--- src/rtl/card_shoe.sv ---
// Card shoe: 13 rank counters dealt by a free-running rank pointer.
// A request latches the pointer and searches upward for the first non-empty rank.
module card_shoe (
  input  logic       fast_clock,
  input  logic       resetb,
  input  logic       deal_req,
  input  logic       reshuffle,
  output logic [3:0] card,
  output logic       card_valid,
  output logic       busy,
  output logic [5:0] cards_left,
  output logic       shoe_empty
);

  typedef enum logic {
    IDLE,
    SEARCH
  } state_e;

  state_e     state_q, state_d;
  logic [3:0] rng_q, rng_d;
  logic [3:0] cand_q, cand_d;
  logic [3:0] card_q, card_d;
  logic [2:0] count_q [1:13];
  logic [2:0] count_d [1:13];
  logic [5:0] left_q, left_d;
  logic       card_valid_q, card_valid_d;
  logic       busy_q;
  logic       empty_q;
  logic [2:0] cand_cnt;

  function automatic logic [3:0] nextRank(input logic [3:0] r);
    return (r == 4'd13) ? 4'd1 : r + 4'd1;
  endfunction

  always_comb begin
    cand_cnt = '0;
    for (int r = 1; r <= 13; r++) begin
      if (cand_q == 4'(r)) cand_cnt = count_q[r];
    end
  end

  // Reshuffle takes priority over a deal request arriving on the same IDLE edge.
  always_comb begin
    state_d      = state_q;
    rng_d        = nextRank(rng_q);
    cand_d       = cand_q;
    card_d       = card_q;
    count_d      = count_q;
    left_d       = left_q;
    card_valid_d = 1'b0;
    case (state_q)
      IDLE: begin
        if (reshuffle) begin
          for (int r = 1; r <= 13; r++) count_d[r] = 3'd4;
          left_d = 6'd52;
        end else if (deal_req && (left_q != 6'd0)) begin
          cand_d  = rng_q;
          state_d = SEARCH;
        end
      end
      SEARCH: begin
        if (cand_cnt != 3'd0) begin
          for (int r = 1; r <= 13; r++) begin
            if (cand_q == 4'(r)) count_d[r] = count_q[r] - 3'd1;
          end
          left_d       = left_q - 6'd1;
          card_d       = cand_q;
          card_valid_d = 1'b1;
          state_d      = IDLE;
        end else begin
          cand_d = nextRank(cand_q);
        end
      end
    endcase
  end

  always_ff @(posedge fast_clock or negedge resetb) begin
    if (!resetb) begin
      state_q      <= IDLE;
      rng_q        <= 4'd1;
      cand_q       <= 4'd1;
      card_q       <= 4'd0;
      for (int r = 1; r <= 13; r++) count_q[r] <= 3'd4;
      left_q       <= 6'd52;
      card_valid_q <= 1'b0;
      busy_q       <= 1'b0;
      empty_q      <= 1'b0;
    end else begin
      state_q      <= state_d;
      rng_q        <= rng_d;
      cand_q       <= cand_d;
      card_q       <= card_d;
      for (int r = 1; r <= 13; r++) count_q[r] <= count_d[r];
      left_q       <= left_d;
      card_valid_q <= card_valid_d;
      busy_q       <= (state_d == SEARCH);
      empty_q      <= (left_d == 6'd0);
    end
  end

  assign card       = card_q;
  assign card_valid = card_valid_q;
  assign busy       = busy_q;
  assign cards_left = left_q;
  assign shoe_empty = empty_q;

endmodule
--- config.mk ---
export PLATFORM = sky130hd
export DESIGN_NAME = card_shoe
export DESIGN_NICKNAME = d
export VERILOG_FILES = /design/src/rtl/card_shoe.sv
export SDC_FILE = /design/constraint.sdc
export NUM_CORES = 1
export LEC_CHECK = 0
export CORE_ASPECT_RATIO = 0.9
export CORE_MARGIN = 3
export CORE_UTILIZATION = 40
export CTS_BUF_LIST = sky130_fd_sc_hd__clkbuf_4
export DETAILED_ROUTE_END_ITERATION = 10
export PLACE_DENSITY_LB_ADDON = 0.15
export REMOVE_ABC_BUFFERS = 1
export SLEW_MARGIN = 20
export SYNTH_ARGS = -nofsm -noshare
export SYNTH_HDL_FRONTEND = slang
export SYNTH_SLANG_ARGS = --single-unit
--- constraint.sdc ---
create_clock -name fast_clock -period 3.35 [get_ports fast_clock]
set_input_delay 1.005 -clock fast_clock [delete_from_list [all_inputs] [get_ports fast_clock]]
set_output_delay 1.005 -clock fast_clock [all_outputs]
set_load 0.1 [all_outputs]
## Word level (Yosys, flattened, before mapping)

Cells that the tools add are included.

- Reduce and logical (&&, ||, !) cells: 19
- Multiplexer cells: 44
- Equality and inequality tests: 32
- $add $sub $neg: 16
- Bitwise logic cells: 1

Operators with widths:

| kind | number |
|---|---|
| $mux W3 | 26 |
| $mux W39 | 2 |
| $pmux W39 S2 | 1 |
| $reduce_and A3 Y1 | 14 |
| $sub A3 B1 Y3 const B | 13 |
| $eq A4 B4 Y1 const B | 7 |
| $ne A2 B1 Y1 const B | 14 |
| $mux W4 | 5 |
| $eq A4 B3 Y1 const B | 4 |
| $mux W6 | 2 |
| $pmux W6 S2 | 1 |
| $add A4 B1 Y4 const B | 2 |
| $eq A4 B2 Y1 const B | 2 |
| $ne A2 B2 Y1 const B | 4 |
| $pmux W4 S2 | 1 |
| $logic_not A6 Y1 | 1 |
| $reduce_bool A6 Y1 | 1 |
| $sub A6 B1 Y6 const B | 1 |
| $mux W1 | 5 |
| $eq A4 B1 Y1 const B | 1 |
| $reduce_bool A3 Y1 | 1 |
| $pmux W1 S2 | 1 |
| $reduce_and A2 Y1 | 1 |
| $logic_and A1 B1 Y1 | 1 |
| $not A1 Y1 | 1 |

- Register bits: 60

## Longest topological paths before layout

- Depth in word-level cells: 18
- Depth in mapped cells: 15
- Mapped depth without buffers: 10

## Worst setup path before layout

Ideal clock, no wire load.

- Path kind: reg-to-reg
- Start point: reg cand_q[0]
- End point: reg card_q[1] (netlist: card[1])
- Library setup time: 0.125 ns
- Buffers on the path: 5
- Stages on the path, launching flop included: 14
- Data required time: 3.225 ns
- Slack: 0.888 ns
- Period minus slack after synthesis: 2.462 ns
- Data arrival time: 2.336 ns
- Cells stage by stage: dfstp_2 -> buf_4 -> buf_6 -> buf_2 -> a21oi_1 -> nor4_1 -> o22ai_1 -> and4_4 -> a21boi_4 -> nand2_4 -> inv_2 -> buf_6 -> buf_4 -> mux2_2

- Cells in the longest elaborated chain, start to end: 16
- Elaborated cells on any way between the ends: 28
- Classes of those cells: 13 x eq/ne; 13 x mux; 2 x reduce/logical

RTL lines:

| what | line | RTL |
|---|---|---|
| start: declaration | 22 | `logic [3:0] cand_q, cand_d;` |
| start signal: assignment | 92 | `cand_q <= cand_d;` |
| $eq A4 B1 Y1 | 39 | `if (cand_q == 4'(r)) cand_cnt = count_q[r];` |
| $mux W3 (12 in series) | 39 |  |
| $mux W3 (*) | 39 |  |
| $reduce_bool A3 Y1 (*) | 63 | `if (cand_cnt != 3'd0) begin` |
| $reduce_and A2 Y1 (no line) (*) | -- |  |
| end signal: assignment | 93 | `card_q <= card_d;` |
| end: declaration | 23 | `logic [3:0] card_q, card_d;` |

Mark *: on every way between the ends. The rest lies on a longest branch, timed or not.
A chain may end at the register's enable or synchronous reset.

## Final worst setup path

- Start point: reg cand_q[0]
- End point: reg count_q[23] (netlist bit)

- Cells in the longest elaborated chain, start to end: 17
- Elaborated cells on any way between the ends: 30
- Classes of those cells: 15 x eq/ne; 13 x mux; 2 x reduce/logical

RTL lines:

| what | line | RTL |
|---|---|---|
| $eq A4 B1 Y1 | 39 |  |
| $mux W3 (13 in series) | 39 |  |
| $reduce_bool A3 Y1 | 63 |  |
| $ne A2 B1 Y1 (no line) | -- |  |
| $reduce_and A3 Y1 (no line) (*) | -- |  |
| end: declaration | 24 | `logic [2:0] count_q [1:13];` |

Marked as above.

==> qor.yml <==
layout:
  n_fill_cell: 795
  antennaDiodeCount: 0
  seq_area_um2: 1520
  final_core_util_pct: 47.2
  final_area_um2: 3940
  drive_gt1_share_pct: 20.3
  area_delta_synth_final_pct: 10.8
  multi_input_area_um2: 1770
  layout.nets: 422
route:
  vias_per_cell: 5.68
  ant_nets: 0
  drtIter0Drc: 190
  wl_per_cell_um: 17.4
  num_vias: 2973
  route.detailed.drc: 0
  totalWireLength_mm: 9.08
  detailedRoute.firstPassIterationCount: 5
worst_setup_path:
  cp-start-kind: "flip-flop"
  arrival_ns: 3.36
  critPathKind: "flip-flop to flip-flop"
  path_max_fanout: 27
  crit_required_ns: 3.70
  worstSetupEndpointType: "flip-flop"
clocking:
  clock_latency_ns: 0.43
  h-tree-depth: 3
  clockBufferDepth: 2
  hold_buffers: 0
  clkTransAtPathRegs_ns: 0.11
  clock-sinks: 60
  cts_setup_buffers: 0
  cts_root_buf: "clkbuf_4"
  cts_tree: "yes"
  numCtsBuffers: 9
  cts_resized: 0
sta:
  tns_ns: 0
  worst_slew_pin_slew_ns: 0.740
  setup_viol: 0
  skew_ns: 0.0136
  timing.hold.ws_ns: 0.482
  drv_slew: 0
  period_needed_ns: 3.01
  finalHoldViolations: 0
  rsz0062_at_grt: "false"
  fmax_ghz: 0.332
  fin_crit_sh_pct: 89.9
  slew-limit-headroom_pct: 50.7
yosys:
  synth_edf_count: 0
  synth_top_area_share_pct: 29.6
  synth_most_common_cell: "dfrtp_1"
  netlist_top_cells_count: "42 x dfrtp_1, 39 x nand2_1, 34 x inv_1"
  ys_seq_elements: 60
  async_flop_share_pct: 100
  synth_area_leader_cell: "dfrtp_1"
  synthCells: 382
  synth_area_um2: 3550
  ys_seq_area_share_pct: 42.9
  synth.distinct_cells: 62
  syn_avg_cell_area_um2: 9.30
  yosys_most_used_dff: "dfrtp_1"
  ys_warn_count: 0
  synth.area.top_cells: "dfrtp_1 30%, dfstp_2 13%, ha_1 5.3%"
floorplan:
  coreArea_um2: 8340
  fp.dieW_um: 105
  dieArea_um2: 10100
  die_h_um: 95.4
  rows: 31
  io_pins: 17
  start_util_pct: 42.6
global_routing:
  grt_max_degree: 32
  grt_usage_pct: 19.4
  grt_pass1_wl_mm: 15.0
  grt.overflow.total: 0
  grt_pass1_vias: 2812
  antenna_found_initial: 0
hold_path:
  min_path_type: "flip-flop to flip-flop"
run:
  cap_violations: 0
power:
  intPower_mw: 1.80
  power.density_nw_per_um2: 962
  max-vdd-ir-drop_uv: 460
  combPwrFrac_pct: 56.1
  clockPowerShare_pct: 11.9
  p_seq_share_pct: 32.0
  power_leakage_nw: 1.60
  p_sw_mw: 1.99
  swShare_pct: 52.5
placed_design:
  finalWeightedCongestion: 0.906
  place.detailed.hpwl_mm: 6.41
  numPortBuffers: 16
  dpl-instance-area_um2: 3820
status:
  status: "finished clean"
## routing by layer
metal  vias up  global-route usage [%]  wire length, um
li1       1410                       -                -
met1      1445                    28.8             4580
met2       104                    27.0             3750
met3        14                    5.96              613
met4         0                    5.36              139
met5         -                       0                0
## cells by family (layout without fill, tap and decap cells)
group / Yosys count / count (layout) / share of synthesized area [%]
xor+xnor: 11 / 11 / 2.71
compound gates: 93 / 93 / 17.6
fa+ha+maj: 15 / 15 / 5.28
buf+inv: 57 / 83 / 7.39
flops: 60 / 60 / 42.9
mux: 18 / 18 / 5.32
simple gates: 128 / 128 / 18.8
## sequential cells by signal, summed over array words and instances (netlist names)
name        flops
cards_left      6
card            4
shoe_empty      1
count_q        39
busy            1
cand_q          4
card_valid      1
rng_q           4
## final timing paths
| path | start | end | slack [ns] | cells after the start |
|---|---|---|---|---|
| worst max-delay path | cand_q[0] | count_q[23] | 0.34 | 9 |
| worst min-delay path | count_q[18] | count_q[18] | 0.48 | 1 |
| worst max register to register | cand_q[0] | count_q[23] | 0.34 | 9 |
| worst min register to register | count_q[18] | count_q[18] | 0.48 | 1 |
| max in group asynchronous | resetb | cand_q[0] | 2.03 | 2 |
| min in group asynchronous | resetb | count_q[10] | 0.63 | 1 |
## placed cells by master, fill, tap and decap left out, types with 4 or more instances in the layout
master and n:
nand2_1 39, nand2b_1 6, nand3_1 11, dfrtp_1 42, nand4_1 9, inv_1 34
mux2i_1 14, nor3_1 7, o311ai_0 4, clkbuf_4 10, nor2_1 24, o41ai_1 4
and3_1 5, buf_4 28, nand3b_1 4, o21ai_0 21, a21oi_1 15, o22ai_1 12
xnor2_1 6, dfstp_2 18, xor2_1 5, a31oi_1 11, ha_1 15
## per-stage QoR
| stage | power (mW) | instances | setup WS [ns] |
|---|---|---|---|
| finish | 3.79 | 523 | 0.339 |
| global route | 4.07 | 523 | 0.150 |
| CTS | 3.78 | 523 | 0.368 |
| detailed placement | 3.31 | 507 | 0.398 |
| global placement | 3.31 | 507 | 0.421 |
| floorplan | 2.63 | 360 | 0.535 |
## area by class of cell
| class | count | area share [%] |
|---|---|---|
| Tap cell | 115 | 3.65 |
| Inverter | 35 | 3.34 |
| Clock inverter | 6 | 1.05 |
| Multi-Input combinational cell | 265 | 44.9 |
| Timing Repair Buffer | 32 | 6.48 |
| Clock buffer | 10 | 1.91 |
| Sequential cell | 60 | 38.7 |
## power groups by stage
stage	clock network (mW)	registers [mW]	logic, mW
2_1_floorplan	0	1.54	1.09
3_3_place_gp	0	1.22	2.09
3_5_place_dp	0	1.22	2.09
4_1_cts	0.465	1.20	2.11
5_1_grt	0.505	1.25	2.32
6_report	0.452	1.21	2.12
## critical path: stages, from the launching register on
cell and delay [ns]:
dfstp_2 0.84, nand2b_1 0.29, nor3_2 0.41, nand4b_1 0.26
a21boi_4 0.25, nand2_4 0.06, inv_2 0.26, and3_1 0.31
a211oi_1 0.10, a31oi_1 0.16
(Power assumes the default switching activity.)
